`src/rtl/fifo_modport_if.sv`:
```
// rtl/fifo_modport_if.sv - write/read handshake bundle for the single-clock FIFO
interface fifo_modport_if #(
    parameter int DSIZE = 8,
    parameter int ASIZE = 4
);
    logic             winc;
    logic [DSIZE-1:0] wdata;
    logic             wfull;
    logic             rinc;
    logic [DSIZE-1:0] rdata;
    logic             rempty;

    // Producer/consumer side of the bundle.
    modport master (
        output winc,
        output wdata,
        output rinc,
        input  wfull,
        input  rdata,
        input  rempty
    );

    // FIFO side of the bundle.
    modport slave (
        input  winc,
        input  wdata,
        input  rinc,
        output wfull,
        output rdata,
        output rempty
    );
endinterface

```
`src/rtl/fifo_modport.sv`:
```
// rtl/fifo_modport.sv - single-clock FIFO with registered read data and pointer-derived flags
module fifo_modport #(
    parameter int DSIZE = 8,
    parameter int ASIZE = 4
) (
    input  logic           clk,
    input  logic           rst,
    fifo_modport_if.slave  bus
);
    localparam int DEPTH = 1 << ASIZE;

    logic [DSIZE-1:0] mem [0:DEPTH-1];
    logic [ASIZE:0]   wptr;
    logic [ASIZE:0]   rptr;
    logic [DSIZE-1:0] rdata_q;
    logic             full;
    logic             empty;
    logic             write_en;
    logic             read_en;

    // The extra MSB on each pointer separates "same slot, empty" from "same slot, full".
    assign empty = (wptr == rptr);
    assign full  = (wptr[ASIZE] != rptr[ASIZE]) &&
                   (wptr[ASIZE-1:0] == rptr[ASIZE-1:0]);

    assign write_en = bus.winc && !full;
    assign read_en  = bus.rinc && !empty;

    always_ff @(posedge clk) begin
        if (rst) begin
            wptr    <= '0;
            rptr    <= '0;
            rdata_q <= '0;
        end else begin
            if (write_en) begin
                wptr <= wptr + 1'b1;
            end
            if (read_en) begin
                rdata_q <= mem[rptr[ASIZE-1:0]];
                rptr    <= rptr + 1'b1;
            end
        end
    end

    // Storage is never cleared; a write during reset must not land.
    always_ff @(posedge clk) begin
        if (!rst && write_en) begin
            mem[wptr[ASIZE-1:0]] <= bus.wdata;
        end
    end

    assign bus.rdata  = rdata_q;
    assign bus.wfull  = full;
    assign bus.rempty = empty;
endmodule

```
`src/flat_wrapper.sv`:
```
// flat-port wrapper written by rule: the top's interface ports become plain ports
module fifo_modport_flat 
#(
    parameter int DSIZE = 8,
    parameter int ASIZE = 4
)
  (clk, rst, bus_winc, bus_wdata, bus_rinc, bus_wfull, bus_rdata, bus_rempty);
  fifo_modport_if #(.DSIZE(DSIZE), .ASIZE(ASIZE)) bus_i ();
  input  logic clk;
  input  logic rst;
  input wire logic [$bits(bus_i.winc)-1:0] bus_winc;
  input wire logic [$bits(bus_i.wdata)-1:0] bus_wdata;
  input wire logic [$bits(bus_i.rinc)-1:0] bus_rinc;
  output wire logic [$bits(bus_i.wfull)-1:0] bus_wfull;
  output wire logic [$bits(bus_i.rdata)-1:0] bus_rdata;
  output wire logic [$bits(bus_i.rempty)-1:0] bus_rempty;
  assign bus_i.winc = bus_winc;
  assign bus_i.wdata = bus_wdata;
  assign bus_i.rinc = bus_rinc;
  assign bus_wfull = bus_i.wfull;
  assign bus_rdata = bus_i.rdata;
  assign bus_rempty = bus_i.rempty;
  fifo_modport #(.DSIZE(DSIZE), .ASIZE(ASIZE)) u_core (.clk(clk), .rst(rst), .bus(bus_i));
endmodule
```
`config.mk`:
```
export PLATFORM = sky130hd
export DESIGN_NAME = fifo_modport_flat
export DESIGN_NICKNAME = d
export VERILOG_FILES = /design/src/rtl/fifo_modport_if.sv /design/src/rtl/fifo_modport.sv /design/src/flat_wrapper.sv
export SDC_FILE = /design/constraint.sdc
export NUM_CORES = 1
export LEC_CHECK = 0
export CORE_ASPECT_RATIO = 0.6
export CORE_MARGIN = 5
export CORE_UTILIZATION = 35
export DETAILED_ROUTE_END_ITERATION = 16
export GPL_TIMING_DRIVEN = 0
export PLACE_DENSITY_LB_ADDON = 0.2
export SYNTH_ARGS = -nofsm -noshare
export SYNTH_HDL_FRONTEND = slang
export SYNTH_SLANG_ARGS = --single-unit
```
`constraint.sdc`:
```
create_clock -name clk -period 7.1 [get_ports clk]
set_clock_uncertainty 0.1 [all_clocks]
set_input_delay 1.42 -clock clk [delete_from_list [all_inputs] [get_ports clk]]
set_output_delay 1.42 -clock clk [all_outputs]
set_load 0.005 [all_outputs]
```
==> summary.txt <==
Worst hold path
  – Hold EP: u_core.bus.rdata[6]$_SDFFE_PP0P_
  – Worst min-delay path startpoint: u_core.bus.rdata[6]$_SDFFE_PP0P_
  – Worst Hold Class: register to register
  – Hold path depth: 2

Run
  – Max Cap Violations: 0

Timing
  – # setup viols final: 0
  – Slew @ Worst Pin: 1.32 ns
  – Min Clock Period, post-route: 3.70 ns
  – Rel. slew slack: 11.5%
  – Period utilization: 52.1%
  – FMAX: 270 MHz
  – Final TNS setup: 0 ns
  – Hold violation count in the final report: 0
  – RSZ-0062 raised after global routing: false
  – Final Slew Violations: 0

Clock network
  – Clk sinks: 146
  – CTS tree: built
  – CTS H-tree depth: 4
  – Clock latency on the worst-skew pair: 0.42 ns
  – CTS Hold Bufs: 0
  – Worst-path clk slew: 0.06 ns
  – CTS buffer count: 17
  – CTS resizes: 0
  – Post-CTS Setup Bufs: 0
  – Max Buffers Root-to-Sink: 2
  – Root Driver: clkbuf_16

Routing
  – Post-DRT Antenna Nets: 0
  – # DRC: 0
  – WL/cell: 21.9 um
  – WL final: 13,900 um
  – DR iter-0 viols: 292
  – 1st-pass router iterations: 4
  – Routed vias/inst: 5.05
  – Total number of vias: 3,203

Logic synthesis
  – Top cells by area, synth: edfxtp_1, mux4_2, dfxtp_1
  – Register bit count reported by yosys: 146
  – Synth unique cells: 35
  – Syn_nets: 358
  – Syn avg cell area: 17.3 um^2
  – Leading area contributor after synthesis: edfxtp_1
  – Synthesized area: 5920 um^2
  – Synth warn: 0
  – Sequential-to-total area share from yosys stat: 71.1%
  – Top cell type's share of synthesized area: 65.0%
  – Synth Instances: 341

Global routing
  – Largest net degree at the start of global routing: 17
  – First-pass GRT wire length: 20,900 um
  – Vias in the first global route: 3,251
  – GR Overflow Total: 0
  – Initial antenna violation count: 0
  – Total track usage: 14.9%

Power
  – Total power: 0.00207 W
  – Flop pwr share: 46.7%
  – IR drop worst, VDD: 0.000157 V
  – Combinational power share: 11.3%
  – Lkg Pwr: 2.23 nW
  – Internal Power: 0.00155 W
  – Clock network power share: 41.9%
  – Switching pwr: 0.000522 W
  – Pwr Density: 289 nW/um^2
  – Switching share of total power: 25.3%

Final layout
  – Diode count: 0
  – Post-route non-filler standard cell count: 634
  – Area grow syn2layout: 21.0%
  – Layout cells sized above 1: 29.6%
  – Layout Nets: 410

Worst setup path
  – CP delay by family, top: simple AND/OR/NAND/NOR gates
  – Reg2Reg Depth: 7
  – Crit. End Element: register
  – Worst path cell trace: clkdlybuf4s50_1 -> clkbuf_1 -> nand2b_1 -> nor3_1
  – Crit Path Category: input port to register
  – Worst EP required: 7.02 ns
  – Slowest CP cell: nor3_1
  – Worst Path Arrival: 3.62 ns
  – Buf/Inv on CP: 2
  – RR Startpoint: u_core.wptr[3]$_SDFFE_PP0P_
  – Crit Path Max Fanout: 10
  – Setup slack, reg-to-reg: 4.15 ns
  – Worst r2r dst: u_core.mem[14][6]$_DFFE_PP_
  – Worst Setup Start Kind: input port
  – Critical path's largest stage delay: 1.04 ns

Floorplan
  – Die Wd: 178 um
  – I/O pins: 22
  – Cell Rows: 36
  – Core ar.: 16,400 um^2
  – Initial cell density of the core: 36.1%
  – Die area: 19,700 um^2
  – Chip height: 111 um

Placement
  – HPWL Detailed: 9610 um
  – RePlAce Congestion: 0.785
  – Port bufs: 21
  – Placed cells: 601

Run status
  – Status: finished, final reports clean
==> power by group through the flow <==
stage | combinational (W) | clock [W] | sequential [W]
2_1_floorplan | 0.000133 | 0 | 0.000981
3_3_place_gp | 0.000230 | 0 | 0.000985
3_5_place_dp | 0.000236 | 0 | 0.000985
4_1_cts | 0.000237 | 0.000884 | 0.000967
5_1_grt | 0.000255 | 0.000925 | 0.000969
6_report | 0.000234 | 0.000867 | 0.000967
==> cells in the final DEF, fill, tap and decap left out, types with 5 or more instances in the layout <==
cell               n
nor2b_1           10
clkdlybuf4s50_1   21
nor4_2             8
edfxtp_1         128
buf_4             13
inv_6              6
a211oi_1          11
nand2_1            6
dfxtp_1           18
mux4_2            24
nand2b_1           5
buf_2             11
a211oi_2           5
clkbuf_1           7
nor3_1            18
clkbuf_16         17
o22ai_1            8
ha_1               5
mux2_2            16
xnor2_1            8
nor2_1            16
==> stage by stage <==
stage	hold slack (ns)	util, %	setup WS [ns]	area (um^2)
3_3_place_gp	0.383	39.1	2.23	6410
6_report	0.394	43.7	3.40	7160
3_5_place_dp	0.383	40.1	2.90	6570
2_1_floorplan	0.384	-	3.85	5920
5_1_grt	0.410	43.7	3.26	7160
4_1_cts	0.395	43.6	3.34	7140
==> worst max-delay path by stage <==
stage	from	to	slack, ns	cells after the start
floorplan	rst	u_core.mem[10][0]$_DFFE_PP_	3.85	3
global placement	rst	u_core.mem[10][6]$_DFFE_PP_	2.23	4
detailed placement	rst	u_core.mem[14][6]$_DFFE_PP_	2.90	4
CTS	rst	u_core.mem[14][6]$_DFFE_PP_	3.34	4
global route	rst	u_core.mem[14][5]$_DFFE_PP_	3.26	4
finish	rst	u_core.mem[14][6]$_DFFE_PP_	3.40	4
==> final cells by class <==
| class | instances | area [um^2] |
|---|---|---|
| fillers | 1456 | 9240 |
| flip-flops and latches | 146 | 4200 |
| multi-input cells | 169 | 1660 |
| clock buffers | 17 | 425 |
| repair buffers | 33 | 298 |
| well taps | 228 | 285 |
| clock inverters | 15 | 148 |
| plain buffers | 23 | 130 |
| inverters | 3 | 11.3 |
==> synth_stat cells <==
master and count:
and3_1 1, buf_4 2, inv_1 3, clkbuf_2 1, a211oi_1 11, mux4_2 24
edfxtp_1 128, o22ai_1 8, o21a_1 1, ha_1 5, clkbuf_1 7, nand4_2 1
nor2b_1 10, dfxtp_1 18, a211oi_2 5, nand2b_1 5, nand2_1 6, xor2_1 3
or4_1 2, nor3_1 20, o21ai_2 1, nand3_1 3, mux2i_1 1, mux2_2 16
or3_1 1, o21ai_1 1, nor2_1 16, xnor2_1 8, o211ai_1 3, o21ai_0 3
buf_2 10, buf_6 3, a21oi_1 2, nor4_1 8, nor4b_1 4
==> logic make-up (layout without fill, tap and decap cells) <==
group,count (synthesis),in the layout,synth area share (%)
adder cells (fa/ha/maj),5,5,1.06
multiplexers,41,41,12.4
AO/OA/AOI/OAI,35,35,4.46
AND/OR/NAND/NOR,77,77,7.04
buffers and inverters,26,91,2.39
flip-flops,146,146,71.1
XOR/XNOR,11,11,1.63
==> state kept, by name, summed over array words and instances (netlist names) <==
register          count
u_core.wptr           5
u_core.mem          128
u_core.rptr           5
u_core.bus.rdata      8
==> per-layer routing <==
layer	routed length, um	track usage, %
met3	887	3.37
met2	6000	20.3
met4	81	4.17
met5	0	0
met1	6910	23.7
==> worst reg2reg max path, delay by kind of cell, from the launching register on <==
| kind | cells | cell delay [ns] |
|---|---|---|
| buffers and inverters | 3 | 0.67 |
| and+or+nand+nor | 2 | 1.24 |
| AOI/OAI and AO/OA | 1 | 0.11 |
| xor gates and xnor gates | 1 | 0.14 |
| DFF | 1 | 0.30 |
No activity file was read; power rests on OpenSTA's default activity.
